[config.mk]
export PLATFORM = sky130hd
export DESIGN_NAME = rd_fwft_stage
export DESIGN_NICKNAME = d
export VERILOG_FILES = /design/src/rtl/fifo_pkg.sv /design/src/rtl/rd_fwft_stage.sv
export SDC_FILE = /design/constraint.sdc
export NUM_CORES = 1
export LEC_CHECK = 0
export ABC_AREA = 1
export BUFFER_PORTS_ARGS = -buffer_cell sky130_fd_sc_hd__buf_2
export CELL_PAD_IN_SITES_DETAIL_PLACEMENT = 1
export CELL_PAD_IN_SITES_GLOBAL_PLACEMENT = 1
export CORE_MARGIN = 8
export CORE_UTILIZATION = 30
export DETAILED_ROUTE_END_ITERATION = 8
export PLACE_DENSITY_LB_ADDON = 0.1
export RECOVER_POWER = 25
export SLEW_MARGIN = 20
export SYNTH_ARGS = -nofsm -noshare
export SYNTH_HDL_FRONTEND = slang
export SYNTH_SLANG_ARGS = --single-unit
[constraint.sdc]
create_clock -name rd_clk -period 1.95 [get_ports rd_clk]
set_input_delay 0.0975 -clock rd_clk [delete_from_list [all_inputs] [get_ports rd_clk]]
set_output_delay 0.0975 -clock rd_clk [all_outputs]
set_load 0.005 [all_outputs]
[src/rtl/fifo_pkg.sv]
// Shared definitions for the FIFO read-side stages: default word width,
// the first-word-fall-through buffer state type and the stall counter width.
package fifo_pkg;

  // Default FIFO word width in bits.
  localparam int data_width_default = 8;

  // Width of the optional stall cycle counter.
  localparam int stall_cnt_width = 16;

  // Occupancy of the two-entry output buffer (head, tail).
  typedef enum logic [1:0] {
    S_EMPTY = 2'd0,
    S_ONE   = 2'd1,
    S_TWO   = 2'd2
  } fwft_state_t;

  // Number of words currently held in the output buffer for a given state.
  function automatic logic [1:0] state_occupancy(input fwft_state_t state);
    logic [1:0] occ;
    occ = 2'd0;
    case (state)
      S_EMPTY: occ = 2'd0;
      S_ONE:   occ = 2'd1;
      S_TWO:   occ = 2'd2;
      default: occ = 2'd0;
    endcase
    return occ;
  endfunction

endpackage

[src/rtl/rd_fwft_stage.sv]
// rd_fwft_stage: turns the empty/rd_en pop interface of a synchronous-RAM
// FIFO into a first-word-fall-through valid/ready stream.
//
// A two-entry buffer (head, tail) absorbs the one-cycle RAM read latency so
// that a word can leave every cycle while the consumer is ready. A pop is only
// issued when the buffer is guaranteed room for the word once it returns from
// the RAM, so at most two words are ever buffered or in flight.
//
// Optional feature, enabled by defining RD_FWFT_STALL_CNT_EN:
//   adds the stall_cnt output, a saturating count of cycles in which a valid
//   word was held back because the consumer was not ready.
module rd_fwft_stage
  import fifo_pkg::*;
#(
  parameter int Data_Width = data_width_default
) (
  input  logic                  rd_clk,
  input  logic                  rd_rstn,
  input  logic                  empty,
  output logic                  rd_en,
  input  logic [Data_Width-1:0] mem_rdata,
  output logic                  out_valid,
  input  logic                  out_ready,
  output logic [Data_Width-1:0] out_data
`ifdef RD_FWFT_STALL_CNT_EN
  ,
  output logic [stall_cnt_width-1:0] stall_cnt
`endif
);

  fwft_state_t           state;
  logic                  inflight;
  logic [Data_Width-1:0] head;
  logic [Data_Width-1:0] tail;

  logic                  drain;
  logic                  arrive;
  logic [1:0]            occupancy;
  logic [2:0]            committed;
  logic [2:0]            pop_limit;

  // A word leaves when it is presented and the consumer takes it; a word
  // arrives from the RAM exactly one cycle after an accepted pop.
  assign drain  = out_valid & out_ready;
  assign arrive = inflight;

  // Words already owned by this stage: buffered plus the one returning from RAM.
  assign occupancy = state_occupancy(state);
  assign committed = {1'b0, occupancy} + {2'b00, inflight};

  // Popping is safe when, after this cycle's drain, at most one word is owned,
  // leaving room for the new one. Written as committed <= 1 + drain so the
  // arithmetic never goes negative. Held low during reset and while empty.
  assign pop_limit = {2'b00, drain} + 3'd1;
  assign rd_en     = rd_rstn & ~empty & (committed <= pop_limit);

  // The head register is the output word; it only changes on arrive or drain,
  // which keeps the output frozen while the consumer stalls.
  assign out_data = head;

  // Track whether a pop issued last cycle has its data on mem_rdata now.
  always_ff @(posedge rd_clk or negedge rd_rstn) begin
    if (!rd_rstn) begin
      inflight <= 1'b0;
    end else begin
      inflight <= rd_en;
    end
  end

  // Buffer occupancy FSM: captures returning RAM words into head or tail,
  // shifts tail into head on drain, and registers out_valid with the state.
  always_ff @(posedge rd_clk or negedge rd_rstn) begin
    if (!rd_rstn) begin
      state     <= S_EMPTY;
      out_valid <= 1'b0;
      head      <= '0;
      tail      <= '0;
    end else begin
      case (state)
        S_EMPTY: begin
          if (arrive) begin
            head      <= mem_rdata;
            state     <= S_ONE;
            out_valid <= 1'b1;
          end
        end

        S_ONE: begin
          case ({arrive, drain})
            2'b10: begin
              tail  <= mem_rdata;
              state <= S_TWO;
            end
            2'b01: begin
              state     <= S_EMPTY;
              out_valid <= 1'b0;
            end
            2'b11: begin
              head <= mem_rdata;
            end
            default: begin
            end
          endcase
        end

        S_TWO: begin
          if (drain) begin
            head  <= tail;
            state <= S_ONE;
          end
        end

        default: begin
          state     <= S_EMPTY;
          out_valid <= 1'b0;
        end
      endcase
    end
  end

`ifdef RD_FWFT_STALL_CNT_EN
  logic stall;

  // A stall is a cycle where a valid word waits on the consumer.
  assign stall = out_valid & ~out_ready;

  // Saturating stall cycle counter; it sticks at all-ones instead of wrapping.
  always_ff @(posedge rd_clk or negedge rd_rstn) begin
    if (!rd_rstn) begin
      stall_cnt <= '0;
    end else if (stall && (stall_cnt != {stall_cnt_width{1'b1}})) begin
      stall_cnt <= stall_cnt + 1'b1;
    end
  end
`endif

  // A word can never return while both buffer entries are full, because no
  // pop is issued when the buffer plus in-flight word would exceed two.
  property no_arrive_when_full;
    @(posedge rd_clk) disable iff (!rd_rstn)
      !((state == S_TWO) && inflight);
  endproperty
  assert property (no_arrive_when_full);

  // The registered valid flag always mirrors a non-empty buffer.
  property valid_matches_state;
    @(posedge rd_clk) disable iff (!rd_rstn)
      out_valid == (state != S_EMPTY);
  endproperty
  assert property (valid_matches_state);

endmodule
# After elaboration in Yosys (flattened, before gate mapping)
# Index checks and enable logic that the tools add are counted.
# classes
bitwise,5
addsub,2
reduce_logical,6
n_mux,12
order_cmp,1
n_eq_ne,10
# ops
operator,n
8-bit two-way mux,3
8-bit one-hot mux with 3 select lines,1
2-bit one-hot mux with 2 select lines,2
2-bit equality test (second input constant),3
2-bit one-hot mux with 3 select lines,1
3-bit AND reduction,2
2-bit by 1-bit equality test with 1-bit output (second input constant),2
2-bit two-way mux,2
2-bit by 1-bit != test with 1-bit output (second input constant),2
2-bit != test (second input constant),2
4-bit AND reduction,1
2-bit by 1-bit adder with 3-bit output,1
1-bit AND,3
3-bit by 2-bit <= comparator with 1-bit output,1
3-bit by 2-bit != test with 1-bit output (second input constant),1
1-bit one-hot mux with 3 select lines,1
3-bit nonzero test,1
1-bit by 1-bit adder with 2-bit output (second input constant),1
2-bit logical NOT,1
1-bit two-way mux,2
1-bit inverter,2
2-bit AND reduction,1
# totals
output_inout_bits,10
in_bits,12
register_bits,20
word_cells,41

# Depth between registers and ports, before layout
# depth
word_depth,5
ltp_mapped,9
depth_no_buf,9

# Worst setup path before layout
# Ideal clock, no wire load.
# synth_timing
path_kind,flip-flop to flip-flop
startpoint,reg state[1]
endpoint,reg inflight (netlist: arrive)
required_time_ns,1.850
setup_time_ns,0.100
path_buffers,1
arrival_ns,1.710
slack_ns,0.140
synth_period_minus_slack_ns,1.810
path_stages_with_launch,10
path_cell_list,dfrtp_1 buf_6 nor2_1 ha_1 inv_1 fa_1 inv_1 nand3b_1 nand2_1 a21oi_1
# synth_via
elab_chain_len,5
elab_cells_between_ends,6
classes_between,1 x add/sub; 1 x order compare; 2 x eq/ne; 1 x mux; 1 x bitwise
# synth_lines
item,line_no,source
"start, declared",rd_fwft_stage.sv:31,fwft_state_t state;
"start signal, assigned",rd_fwft_stage.sv:74,state <= S_EMPTY;
"start signal, assigned",rd_fwft_stage.sv:83,state <= S_ONE;
"start signal, assigned",rd_fwft_stage.sv:92,state <= S_TWO;
2-bit equality test / 2-bit by 1-bit equality test with 1-bit output (equally long branches),fifo_pkg.sv:22,case (state)
2-bit one-hot mux with 2 select lines *,fifo_pkg.sv:22,
2-bit by 1-bit adder with 3-bit output *,rd_fwft_stage.sv:49,"assign committed = {1'b0, occupancy} + {2'b00, inflight};"
3-bit by 2-bit <= comparator with 1-bit output *,rd_fwft_stage.sv:55,assign rd_en = rd_rstn & ~empty & (committed <= pop_limit);
1-bit AND *,rd_fwft_stage.sv:55,
via rd_en,rd_fwft_stage.sv:20,"output logic rd_en,"
"end signal, assigned",rd_fwft_stage.sv:66,inflight <= rd_en;
"end, declared",rd_fwft_stage.sv:32,logic inflight;
# Mark *: on every way through the listed nets, which the timed path passes. The rest lies on a longest branch.
# A chain may end at the register's enable or synchronous reset.

# Final worst setup path
# layout_timing
startpoint,reg state[0]
endpoint,out rd_en
# layout_via
elab_chain_len,5
elab_cells_between_ends,6
classes_between,1 x add/sub; 1 x order compare; 2 x eq/ne; 1 x mux; 1 x bitwise
# layout_lines
item,line_no
2-bit equality test / 2-bit by 1-bit equality test with 1-bit output (equally long branches),fifo_pkg.sv:22
2-bit one-hot mux with 2 select lines *,fifo_pkg.sv:22
2-bit by 1-bit adder with 3-bit output *,rd_fwft_stage.sv:49
3-bit by 2-bit <= comparator with 1-bit output *,rd_fwft_stage.sv:55
1-bit AND *,rd_fwft_stage.sv:55
"end, declared",rd_fwft_stage.sv:20
# Mark *: on every way between the ends. The rest lies on a longest branch, timed or not.

==> metrics.json <==
{
  "setup_path": {
    "type_of_the_worst_setup_path": "reg -> out",
    "worstPathMaxFanout": 2,
    "endpoint_kind": "primary output",
    "worst-endpoint-arrival_ps": 2020,
    "required_ps": 1850,
    "cp-start-kind": "flop"
  },
  "logic_synthesis": {
    "yosysTopAreaCell": "dfrtp_1",
    "syn-num-nets": 152,
    "synth_common_cells": "66 x nand2_1, 21 x nand3_1, 20 x dfrtp_1",
    "post-synth-top-count-cell": "nand2_1",
    "synth_seq_cells": 20,
    "synth_top_cell_area_share_pct": 47.0,
    "ys.warnings.count": 0,
    "synth.top_cells.by_area": "dfrtp_1 47%, nand2_1 23%, nand3_1 9.9%, ha_1 3.5%, inv_1 3.2%",
    "synth_edf_count": 0,
    "syn-instance-count": 136,
    "synth_area_sq_um": 1060,
    "netlist-cell-type-count": 17,
    "synthArstFlopShare_pct": 100,
    "synthFlopType": "dfrtp_1",
    "seq_area_frac_synth_pct": 47.0,
    "synth.avg_cell_area_sq_um": 7.83
  },
  "final_layout": {
    "num-nets-final": 185,
    "areaGrowthSynthToFinish_pct": 27.9,
    "layout-drive-gt1-share_pct": 27.4,
    "number_of_fill_cells": 445,
    "insertedDiodeCount": 0
  },
  "route": {
    "antenna_left": 0,
    "post_drt_wl_per_cell_microns": 12.3,
    "route.detailed.drc": 0,
    "dr_total_vias": 925,
    "drt_pass1_iterations": 4,
    "drt-vias-per-instance": 4.32,
    "drt_wl_total_mm": 2.62,
    "drt_first_iter_violations": 24
  },
  "timing": {
    "layout_setup_ws_ps": -166,
    "post_route_clock_period_utilization_pct": 109,
    "slew-limit-headroom_pct": 27.6,
    "finalCriticalPeriod_ps": 2120,
    "grt_setup_unrepaired": "yes",
    "hold_ws_ps": 6.08,
    "finalHoldViolCount": 0,
    "skew_ps": 10.7,
    "final_max_slew_viol_count": 0,
    "fmax_mhz": 473,
    "setup-violations-final": 1,
    "max_slew.worst_pin.slew_ps": 1090
  },
  "outcome": {
    "run_status": "finished, violations left",
    "violated_checks": "setup timing"
  },
  "clock_network": {
    "cts_inserted_buffers": 3,
    "clock_insertion_delay_worst_skew_ps": 300,
    "htreeDepth": 1,
    "number_of_buffers_between_clock_root_and_the_deepest_sink": 2,
    "clock_transition_at_path_regs_ps": 120,
    "clock-root-buffer": "clkbuf_4",
    "tritoncts_clock_tree": "built",
    "clock_sink_count": 20
  },
  "power_and_ir_drop": {
    "power.combinational.fraction_pct": 51.6,
    "switching_share_pct": 41.6,
    "sequentialPowerShare_pct": 32.9,
    "internal_power_uw": 1280,
    "powerDensity_nw_per_um2": 1610,
    "power.leakage_uw": 0.000762,
    "p_sw_uw": 910,
    "totalPowerFinal_uw": 2190,
    "power_frac_clock_pct": 15.5,
    "vdd_drop_max_mv": 0.456
  },
  "global_route": {
    "grt_first_pass_wirelength_mm": 4.81,
    "groute.usage.overall_pct": 11.0,
    "number_of_global_route_vias_before_repair": 1027,
    "global_route.overflow_total": 0,
    "grt_max_degree": 21,
    "grt_antenna_before_repair": 0
  },
  "die": {
    "initial_core_utilization_pct": 31.7,
    "floorplan.die_area_sq_um": 5710,
    "core_area_sq_um": 3360,
    "floorplan.io_pins": 22,
    "die-width_microns": 75.6,
    "floorplan.rows": 21,
    "die_h_microns": 75.6
  },
  "hold_path": {
    "hp-class": "in -> reg"
  },
  "placed_design": {
    "globalplace.congestion": 0.777,
    "hpwlAfterDp_mm": 2.00,
    "quantity_of_i_o_buffers_inserted_on_ports": 21
  },
  "run": {
    "max_cap_viol_count": 0
  }
}
==> worst paths after layout <==
path / endpoint / startpoint / cells after the start / slack, ps
worst max register to register: arrive$_DFF_PN0_ / state[0]$_DFFE_PN0P_ / 9 / 300
worst min-delay path: tail[1]$_DFFE_PN0P_ / mem_rdata[1] / 3 / 6
max in group asynchronous: tail[4]$_DFFE_PN0P_ / rd_rstn / 3 / 610
min in group asynchronous: out_valid$_DFFE_PN0P_ / rd_rstn / 3 / 680
worst max-delay path: rd_en / state[0]$_DFFE_PN0P_ / 10 / -170
worst min register to register: out_data[3]$_DFFE_PN0P_ / out_data[3]$_DFFE_PN0P_ / 2 / 480
==> layout by cell type, fill, tap and decap left out <==
| cell type | netlist | layout |
|---|---|---|
| buf_2 | 1 | 20 |
| inv_1 | 9 | 7 |
| o21ai_4 | 1 | 1 |
| bufinv_16 | 0 | 1 |
| buf_4 | 0 | 6 |
| o21ai_0 | 1 | 1 |
| a21oi_2 | 0 | 1 |
| nand3_1 | 21 | 21 |
| nand3b_1 | 1 | 1 |
| nand2_4 | 1 | 2 |
| nand2_1 | 66 | 66 |
| ha_4 | 0 | 1 |
| clkbuf_1 | 0 | 2 |
| dfrtp_1 | 20 | 20 |
| nand2_2 | 4 | 3 |
| dlygate4sd3_1 | 0 | 1 |
| ha_1 | 3 | 2 |
| clkbuf_4 | 0 | 3 |
| inv_2 | 2 | 4 |
| buf_6 | 2 | 2 |
| nor2_4 | 1 | 2 |
| fa_1 | 1 | 1 |
==> per-layer routing <==
layer  up-vias  track usage (%)  part of all wire, %
met1       420             14.8                   50
li1        489                -                    -
met3         2             2.37                  4.2
met2        14             17.3                   45
met5         -                0                    0
met4         0             3.20                 0.72
==> logic make-up (layout without fill, tap and decap cells) <==
kind of cell	Yosys count	after routing	synth area share, %
AND/OR/NAND/NOR	95	95	38.7
flip-flops	20	20	47.0
buffers and inverters	14	46	6.46
adder cells (fa/ha/maj)	4	4	5.41
AO/OA/AOI/OAI	3	3	2.47
==> flip-flops by register name, summed over array words and instances (netlist names) <==
name	cells
arrive	1
out_valid	1
tail	8
state	2
out_data	8
==> repair_timing <==
action | CTS | global route
hold buffers | 1 | 0
gates cloned | 0 | 0
hold endpoints to repair | 20 | 0
setup endpoints to repair | 1 | 1
pin swaps | 1 | 0
setup buffers | 1 | 1
resized for setup | 9 | 1
==> power groups by stage <==
stage	clock, uW	combinational, uW	sequential (uW)
CTS	354	1140	722
finish	340	1130	719
detailed placement	0	1050	719
floorplan	0	707	725
global placement	0	1020	713
global route	369	1320	750
==> worst max-delay path, stage by stage, from the launching register on <==
cell and delay [ps]:
dfrtp_1 390, inv_2 70, nor2_4 130, ha_4 150, inv_2 30, fa_1 490, inv_2 40, nand3b_1 80
nand2_1 70, a21oi_2 140, buf_2 130
==> per-stage QoR <==
stage,util (%),TNS (ps),area [sq um],setup WS [ps],std cells
global route,40.5,-289,1360,-289,214
global placement,37.2,0,1250,181,207
CTS,40.4,-169,1360,-169,213
finish,40.5,-166,1360,-166,214
floorplan,-,0,1060,140,136
detailed placement,37.2,0,1250,81.7,207
==> final cells by class <==
cell class / count / area [sq um] / share of cell area (%)
Multi-Input combinational cell: 102 / 524 / 38.5
Sequential cell: 20 / 500 / 36.8
Timing Repair Buffer: 31 / 185 / 13.6
Tap cell: 46 / 57.6 / 4.23
Inverter: 11 / 41.3 / 3.03
Clock inverter: 1 / 30.0 / 2.21
Clock buffer: 3 / 22.5 / 1.65
No activity file was read; power rests on OpenSTA's default activity.
